File: src/rtl/bw_bridge_pkg.sv
// Shared types and constants for the 128-to-32 Wishbone width bridge.
package bw_bridge_pkg;

    localparam int LANES  = 4;
    localparam int LANE_W = 32;
    localparam int SEL_W  = LANE_W / 8;

    typedef enum logic [1:0] {
        IDLE = 2'd0,
        BEAT = 2'd1,
        GAP  = 2'd2,
        DONE = 2'd3
    } bw_state_e;

    // Beat timeout counter width; it only ever counts up to cycles-1.
    function automatic int to_cnt_width(input int cycles);
        return (cycles > 1) ? $clog2(cycles) : 1;
    endfunction

endpackage

File: src/rtl/bw_lane_pick.sv
// Lowest-set-bit encoder: chooses the next 32-bit lane still pending.
module bw_lane_pick
    import bw_bridge_pkg::*;
(
    input  logic [LANES-1:0] pend,
    output logic [1:0]       lane,
    output logic             any
);

    // Priority encode, lane 0 first
    always_comb begin
        lane = 2'd0;
        casez (pend)
            4'b???1: lane = 2'd0;
            4'b??10: lane = 2'd1;
            4'b?100: lane = 2'd2;
            4'b1000: lane = 2'd3;
            default: lane = 2'd0;
        endcase
        any = |pend;
    end

endmodule

File: src/rtl/bw_wb128to32_bridge.sv
// Splits 128-bit MPU Wishbone accesses into 32-bit peripheral beats, one per active sel nibble.
// Optional beat timeout: define BW_BRIDGE_TIMEOUT_EN.
module bw_wb128to32_bridge
    import bw_bridge_pkg::*;
#(
    parameter logic [31:0] ADR_MATCH = 32'hFF90_0000,
    parameter logic [31:0] ADR_MASK  = 32'hFFF0_0000,
    parameter int          TO_CYCLES = 256
) (
    input  logic         clk_i,
    input  logic         rst_i,
    input  logic         s_cyc_i,
    input  logic         s_stb_i,
    input  logic         s_we_i,
    input  logic [15:0]  s_sel_i,
    input  logic [31:0]  s_adr_i,
    input  logic [127:0] s_dat_i,
    output logic         s_ack_o,
    output logic         s_err_o,
    output logic [127:0] s_dat_o,
    output logic         m_cyc_o,
    output logic         m_stb_o,
    output logic         m_we_o,
    output logic [3:0]   m_sel_o,
    output logic [31:0]  m_adr_o,
    output logic [31:0]  m_dat_o,
    input  logic         m_ack_i,
    input  logic         m_err_i,
    input  logic [31:0]  m_dat_i
);

    bw_state_e          state_r, state_nxt_s;
    logic [LANES-1:0]   pend_r, pend_nxt_s;
    logic [1:0]         lane_r, lane_nxt_s;
    logic               any_nxt_s;
    logic [31:4]        adr_r, adr_nxt_s;
    logic               we_r, we_nxt_s;
    logic [15:0]        sel_r, sel_nxt_s;
    logic [127:0]       wdata_r, wdata_nxt_s;
    logic [127:0]       rdata_r, rdata_nxt_s;
    logic               err_r, err_nxt_s;
    logic               hit_s, beat_live_s, beat_err_s, beat_ack_s, to_hit_s;

    logic               s_ack_nxt_s, s_err_nxt_s;
    logic [127:0]       s_dat_nxt_s;
    logic               m_cyc_nxt_s, m_stb_nxt_s, m_we_nxt_s;
    logic [3:0]         m_sel_nxt_s;
    logic [31:0]        m_adr_nxt_s, m_dat_nxt_s;

    assign hit_s       = s_cyc_i & s_stb_i & ((s_adr_i & ADR_MASK) == (ADR_MATCH & ADR_MASK));
    assign beat_live_s = (state_r == BEAT) & m_stb_o;
    // Error (or timeout) wins over a simultaneous ack
    assign beat_err_s  = beat_live_s & (m_err_i | to_hit_s);
    assign beat_ack_s  = beat_live_s & m_ack_i & ~beat_err_s;

`ifdef BW_BRIDGE_TIMEOUT_EN
    localparam int              TO_W    = to_cnt_width(TO_CYCLES);
    localparam logic [TO_W-1:0] TO_LAST = TO_W'(TO_CYCLES - 1);
    logic [TO_W-1:0]            to_cnt_r;

    // Beat timeout counter, restarted on every entry to BEAT
    always_ff @(posedge clk_i or posedge rst_i) begin
        if (rst_i) begin
            to_cnt_r <= {TO_W{1'b0}};
        end else if (state_r != BEAT) begin
            to_cnt_r <= {TO_W{1'b0}};
        end else if (to_cnt_r != TO_LAST) begin
            to_cnt_r <= to_cnt_r + TO_W'(1);
        end else begin
            to_cnt_r <= to_cnt_r;
        end
    end

    assign to_hit_s = (state_r == BEAT) & (to_cnt_r == TO_LAST) & ~m_ack_i & ~m_err_i;
`else
    assign to_hit_s = 1'b0;
`endif

    bw_lane_pick u_lane_pick (
        .pend (pend_nxt_s),
        .lane (lane_nxt_s),
        .any  (any_nxt_s)
    );

    // Next-state and captured-transaction logic
    always_comb begin
        state_nxt_s = state_r;
        pend_nxt_s  = pend_r;
        adr_nxt_s   = adr_r;
        we_nxt_s    = we_r;
        sel_nxt_s   = sel_r;
        wdata_nxt_s = wdata_r;
        rdata_nxt_s = rdata_r;
        err_nxt_s   = err_r;
        case (state_r)
            IDLE: begin
                if (hit_s) begin
                    adr_nxt_s   = s_adr_i[31:4];
                    we_nxt_s    = s_we_i;
                    sel_nxt_s   = s_sel_i;
                    wdata_nxt_s = s_dat_i;
                    rdata_nxt_s = 128'd0;
                    err_nxt_s   = 1'b0;
                    for (int l = 0; l < LANES; l++) begin
                        pend_nxt_s[l] = |s_sel_i[SEL_W*l +: SEL_W];
                    end
                    state_nxt_s = (|s_sel_i) ? BEAT : DONE;
                end else begin
                    state_nxt_s = IDLE;
                end
            end
            BEAT: begin
                if (!s_cyc_i) begin
                    pend_nxt_s  = {LANES{1'b0}};
                    state_nxt_s = IDLE;
                end else if (beat_err_s) begin
                    err_nxt_s   = 1'b1;
                    pend_nxt_s  = {LANES{1'b0}};
                    state_nxt_s = DONE;
                end else if (beat_ack_s) begin
                    if (!we_r) begin
                        rdata_nxt_s[LANE_W*int'(lane_r) +: LANE_W] = m_dat_i;
                    end else begin
                        rdata_nxt_s = rdata_r;
                    end
                    pend_nxt_s[lane_r] = 1'b0;
                    state_nxt_s = (pend_nxt_s == {LANES{1'b0}}) ? DONE : GAP;
                end else begin
                    state_nxt_s = BEAT;
                end
            end
            GAP: begin
                if (!s_cyc_i) begin
                    pend_nxt_s  = {LANES{1'b0}};
                    state_nxt_s = IDLE;
                end else begin
                    state_nxt_s = BEAT;
                end
            end
            DONE: begin
                if (!s_stb_i) begin
                    state_nxt_s = IDLE;
                end else begin
                    state_nxt_s = DONE;
                end
            end
            default: begin
                pend_nxt_s  = {LANES{1'b0}};
                state_nxt_s = IDLE;
            end
        endcase
    end

    // Output values for the coming cycle, derived from the next state
    always_comb begin
        s_ack_nxt_s = 1'b0;
        s_err_nxt_s = 1'b0;
        s_dat_nxt_s = 128'd0;
        m_cyc_nxt_s = 1'b0;
        m_stb_nxt_s = 1'b0;
        m_we_nxt_s  = 1'b0;
        m_sel_nxt_s = 4'd0;
        m_adr_nxt_s = 32'd0;
        m_dat_nxt_s = 32'd0;
        case (state_nxt_s)
            BEAT: begin
                m_cyc_nxt_s = 1'b1;
                m_stb_nxt_s = any_nxt_s;
                m_we_nxt_s  = we_nxt_s;
                m_adr_nxt_s = {adr_nxt_s, lane_nxt_s, 2'b00};
                m_sel_nxt_s = sel_nxt_s[SEL_W*int'(lane_nxt_s) +: SEL_W];
                m_dat_nxt_s = wdata_nxt_s[LANE_W*int'(lane_nxt_s) +: LANE_W];
            end
            GAP: begin
                m_cyc_nxt_s = 1'b1;
                m_we_nxt_s  = we_nxt_s;
                m_adr_nxt_s = {adr_nxt_s, lane_nxt_s, 2'b00};
            end
            DONE: begin
                s_ack_nxt_s = ~err_nxt_s;
                s_err_nxt_s = err_nxt_s;
                if (!err_nxt_s && !we_nxt_s) begin
                    s_dat_nxt_s = rdata_nxt_s;
                end else begin
                    s_dat_nxt_s = 128'd0;
                end
            end
            default: begin
                s_ack_nxt_s = 1'b0;
            end
        endcase
    end

    // State and transaction registers
    always_ff @(posedge clk_i or posedge rst_i) begin
        if (rst_i) begin
            state_r <= IDLE;
            pend_r  <= {LANES{1'b0}};
            lane_r  <= 2'd0;
            adr_r   <= 28'd0;
            we_r    <= 1'b0;
            sel_r   <= 16'd0;
            wdata_r <= 128'd0;
            rdata_r <= 128'd0;
            err_r   <= 1'b0;
        end else begin
            state_r <= state_nxt_s;
            pend_r  <= pend_nxt_s;
            lane_r  <= lane_nxt_s;
            adr_r   <= adr_nxt_s;
            we_r    <= we_nxt_s;
            sel_r   <= sel_nxt_s;
            wdata_r <= wdata_nxt_s;
            rdata_r <= rdata_nxt_s;
            err_r   <= err_nxt_s;
        end
    end

    // Output registers; zero whenever the bridge is not responding
    always_ff @(posedge clk_i or posedge rst_i) begin
        if (rst_i) begin
            s_ack_o <= 1'b0;
            s_err_o <= 1'b0;
            s_dat_o <= 128'd0;
            m_cyc_o <= 1'b0;
            m_stb_o <= 1'b0;
            m_we_o  <= 1'b0;
            m_sel_o <= 4'd0;
            m_adr_o <= 32'd0;
            m_dat_o <= 32'd0;
        end else begin
            s_ack_o <= s_ack_nxt_s;
            s_err_o <= s_err_nxt_s;
            s_dat_o <= s_dat_nxt_s;
            m_cyc_o <= m_cyc_nxt_s;
            m_stb_o <= m_stb_nxt_s;
            m_we_o  <= m_we_nxt_s;
            m_sel_o <= m_sel_nxt_s;
            m_adr_o <= m_adr_nxt_s;
            m_dat_o <= m_dat_nxt_s;
        end
    end

endmodule

File: config.mk
export PLATFORM = sky130hd
export DESIGN_NAME = bw_wb128to32_bridge
export DESIGN_NICKNAME = d
export VERILOG_FILES = /design/src/rtl/bw_bridge_pkg.sv /design/src/rtl/bw_lane_pick.sv /design/src/rtl/bw_wb128to32_bridge.sv
export SDC_FILE = /design/constraint.sdc
export NUM_CORES = 1
export LEC_CHECK = 0
export CAP_MARGIN = 40
export CORE_MARGIN = 8
export CORE_UTILIZATION = 40
export CTS_BUF_LIST = sky130_fd_sc_hd__clkbuf_4 sky130_fd_sc_hd__clkbuf_8
export CTS_CLUSTER_SIZE = 30
export DETAILED_ROUTE_END_ITERATION = 12
export GPL_TIMING_DRIVEN = 1
export PLACE_DENSITY = 0.66
export REMOVE_ABC_BUFFERS = 1
export SYNTH_ARGS = -nofsm -noshare
export SYNTH_HDL_FRONTEND = slang
export SYNTH_HIERARCHICAL = 1
export SYNTH_SLANG_ARGS = --single-unit
File: constraint.sdc
create_clock -name clk_i -period 21.1 [get_ports clk_i]
set_input_delay 2.11 -clock clk_i [delete_from_list [all_inputs] [get_ports clk_i]]
set_output_delay 2.11 -clock clk_i [all_outputs]
set_load 0.02 [all_outputs]
==> metrics.csv <==
stage;metric;value;unit
worst_setup_path;startpoint type of the worst setup path;input pin;
outcome;status;finished, final reports clean;
logic_synthesis;Netlist cell types;45;
clock_network;clock sinks;509;
route;drt pass-1 iters;5;
power_and_ir_drop;PwrDens;77.8;mW/mm^2
place;port buffer count;409;
sta;Tcrit/Tclk final;25.2;%
sta;Hold Worst Slack;450;ps
global_route;initial antenna violation count;13;
power_and_ir_drop;Pleak;12.4;nW
logic_synthesis;Cells after Synth;1348;
die;Core Rows;79;
logic_synthesis;Seq/Total Area, Yosys;67.6;%
clock_network;H-tree depth;3;
worst_setup_path;setup slack, reg-to-reg;16900;ps
logic_synthesis;Yosys top cell area share;67.6;%
sta;Fin. Hold Viols;0;
place;post-detail-place hpwl;34600;um
die;I/O pins;416;
clock_network;post-CTS sizing;0;
global_route;GRT overflow;0;
logic_synthesis;top area cells in the synthesized netlist;dfrtp_1, a22o_1, mux2_2, nor2b_1, mux2_4;
route;DR WL/cell;21.0;um
route;Iter 0 DRT Violations;541;
logic_synthesis;Post-Syn Area;0.0189;mm^2
logic_synthesis;largest area contributor in the netlist;dfrtp_1;
sta;Slew Viols, Final;0;
worst_setup_path;max incr delay on CP;670;ps
logic_synthesis;Post-synth top flop;dfrtp_1;
die;die area;0.0543;mm^2
sta;Tmin final;5320;ps
clock_network;CTS tree;done;
job;Max-Cap Viols;0;
sta;Peak Freq;188;MHz
worst_setup_path;CP Class;input pin to flip-flop;
global_route;GR Util All Layers;18.9;%
clock_network;Clock Tree Root;clkbuf_8;
final_layout;Area Growth Syn to Fin;35.8;%
min_path;Hold Crit Depth;1;
die;starting density of the core;40.5;%
min_path;hold crit path type;flip-flop to flip-flop;
clock_network;Clock Path Buffers;3;
sta;Finish-stage setup viols;0;
sta;Worst Setup Slack, final;15780;ps
clock_network;cts hold-fix bufs;0;
worst_setup_path;reg2reg path depth;13;
logic_synthesis;yosys synthesis warning count;6;
place;Final GP Congestion;0.798;
sta;RSZ-0062 raised after global routing;no;
worst_setup_path;Critical R2R Launch;lane_r[0];
route;mean number of vias per cell;5.01;
global_route;vias in the first global route;13600;
logic_synthesis;Yosys reg bits;509;
final_layout;# nets final;2013;
sta;max-slew headroom at the worst pin;36.6;%
final_layout;layout cells sized above 1;16.8;%
clock_network;cts bufs inserted;85;
sta;TNS Setup;0;ps
route;Via Count;12300;
route;drt drc;0;
power_and_ir_drop;maximum vdd drop;50.8;uV
worst_setup_path;CP required;21600;ps
worst_setup_path;CP Capture Type;flip-flop;
worst_setup_path;r2r endpoint;s_dat_o[92];
logic_synthesis;Post-synth ARST share;100;%
global_route;global-route wire length before repair;79300;um
clock_network;Clk Latency, worst-skew pair;650;ps
worst_setup_path;most used cell, CP;o21ai_0;
global_route;largest net degree at the start of global routing;170;
route;final antenna-violating net count;0;
logic_synthesis;Mean Syn Cell Area;14.0;um^2
die;Die H;233;um
min_path;Hold EP;adr_r[20];
worst_setup_path;critical path's slowest cell;clkdlybuf4s50_1;
sta;Clock Skews;22.2;ps
sta;Worst-Margin Slew;951;ps
clock_network;clock slew at reported path FFs;60;ps
worst_setup_path;crit-path cells;clkdlybuf4s50_1, nand4b_2, nor4_1, clkdlybuf4s18_2, o21ai_0, o21ai_0, o21ai_0, nor2_1, nor3_1, buf_4, nand2_1, buf_4, o21ai_0, a211oi_1;
min_path;hold path start;adr_r[20];
worst_setup_path;critical path arrival;5820;ps
die;Die Wd;233;um
clock_network;Setup Buffers After CTS;0;
worst_setup_path;crit path max fanout;32;
logic_synthesis;EDFF count, synth;0;
die;core area;0.0466;mm^2
place;DP Worst Slack;15130;ps
route;final WL;51800;um
critical path: cells and delay by family:
family,cells,cell delay (ps)
buf+inv,4,1620
compound gates,5,1060
simple gates,5,980
cells in the final DEF, fill, tap and decap left out, drive strengths merged, types with 4 or more instances in the layout:
master and count:
nand2b 14, nor2 16, buf 32, mux2 112, diode 5, mux2i 32
nor2b 130, clkbuf 136, inv 46, nand2 62, and2 18, ha 10
a22o 130, clkdlybuf4s50 409, a21boi 17, o21ai 46, nor4 7, a211oi 36
clkinv 7, o22ai 37, bufinv 4, dfrtp 509, a21oi 10
synthesized netlist by cell type (2+ instances only):
library cell,count
nor2b_1,130
nor4_1,5
a211oi_1,36
mux2i_1,32
nor3_1,2
nor2_1,16
and2_1,18
mux2_2,81
nand4_1,2
inv_1,44
mux2_4,31
o22ai_1,37
clkbuf_1,50
o21ai_1,3
or2_2,2
and3_1,3
nand2b_1,14
ha_1,10
a21o_1,3
o21ai_0,43
buf_1,2
a22o_1,130
buf_4,9
buf_2,21
o21a_1,3
and4b_1,2
a21oi_1,9
dfrtp_1,509
a21boi_0,17
buf_6,8
nand2_1,62
report_power, final:
| part | total, mW | internal (mW) | leakage (nW) | switching [mW] |
|---|---|---|---|---|
| clock network | 0.943 | 0.555 | 0.994 | 0.388 |
| registers | 0.978 | 0.977 | 7.11 | 0.000302 |
| logic | 0.0713 | 0.0386 | 4.27 | 0.0327 |
| total | 1.99 | 1.57 | 12.4 | 0.421 |
registers in the layout, summed over array words and instances, names as in the netlist, 4 cells and up:
name and count:
m_dat_o 32, s_dat_o 128, sel_r 16, wdata_r 128, pend_r 4, m_sel_o 4
adr_r 28, m_adr_o 30, rdata_r 128
metal layers:
metal	GRT usage (%)	vias to the layer above	share of wire [%]
li1	-	5592	-
met2	30.4	429	47
met3	8.43	73	11
met4	5.34	18	1.5
met5	0	-	0.23
met1	22.7	6229	41
worst max path at each step:
stage | from | endpoint | slack [ps] | cells past startpoint
global placement | s_cyc_i | m_dat_o[30] | 14720 | 12
CTS | s_cyc_i | m_dat_o[7] | 15790 | 14
global route | s_cyc_i | m_dat_o[7] | 15490 | 14
finish | s_cyc_i | m_dat_o[7] | 15780 | 14
floorplan | rst_i | adr_r[10] | 4780 | 1
detailed placement | s_cyc_i | m_dat_o[7] | 15130 | 14
cell type report:
| type | instances | area [um^2] |
|---|---|---|
| antenna | 5 | 12.5 |
| clock buffer | 136 | 1680 |
| fill | 3887 | 21000 |
| sequential | 509 | 12700 |
| tap | 607 | 759 |
| multi-input combinational | 706 | 5560 |
| clock inverter | 16 | 195 |
| timing repair buffer | 442 | 4480 |
| inverter | 44 | 173 |
per-stage QoR:
step | util [%] | instance area [um^2] | std cells | power, mW
6_report | 55.0 | 25600 | 2465 | 1.99
5_1_grt | 55.0 | 25600 | 2460 | 2.07
3_3_place_gp | 50.5 | 23500 | 2299 | 1.06
4_1_cts | 55.0 | 25600 | 2460 | 2.02
2_1_floorplan | - | 18400 | 1259 | 1.01
3_5_place_dp | 50.9 | 23700 | 2308 | 1.07
cell families (layout without fill, tap and decap cells):
logic type,count (synthesis),count (layout),synth area share [%]
AOI/OAI and AO/OA,286,286,11.3
DFF,509,509,67.6
adders and majority gates,10,10,0.664
and+or+nand+nor,263,263,8.02
muxes,145,145,9.12
buffers and inverters,134,638,3.30
other,1,7,0.0199
Power figures use the tool's default switching activity.
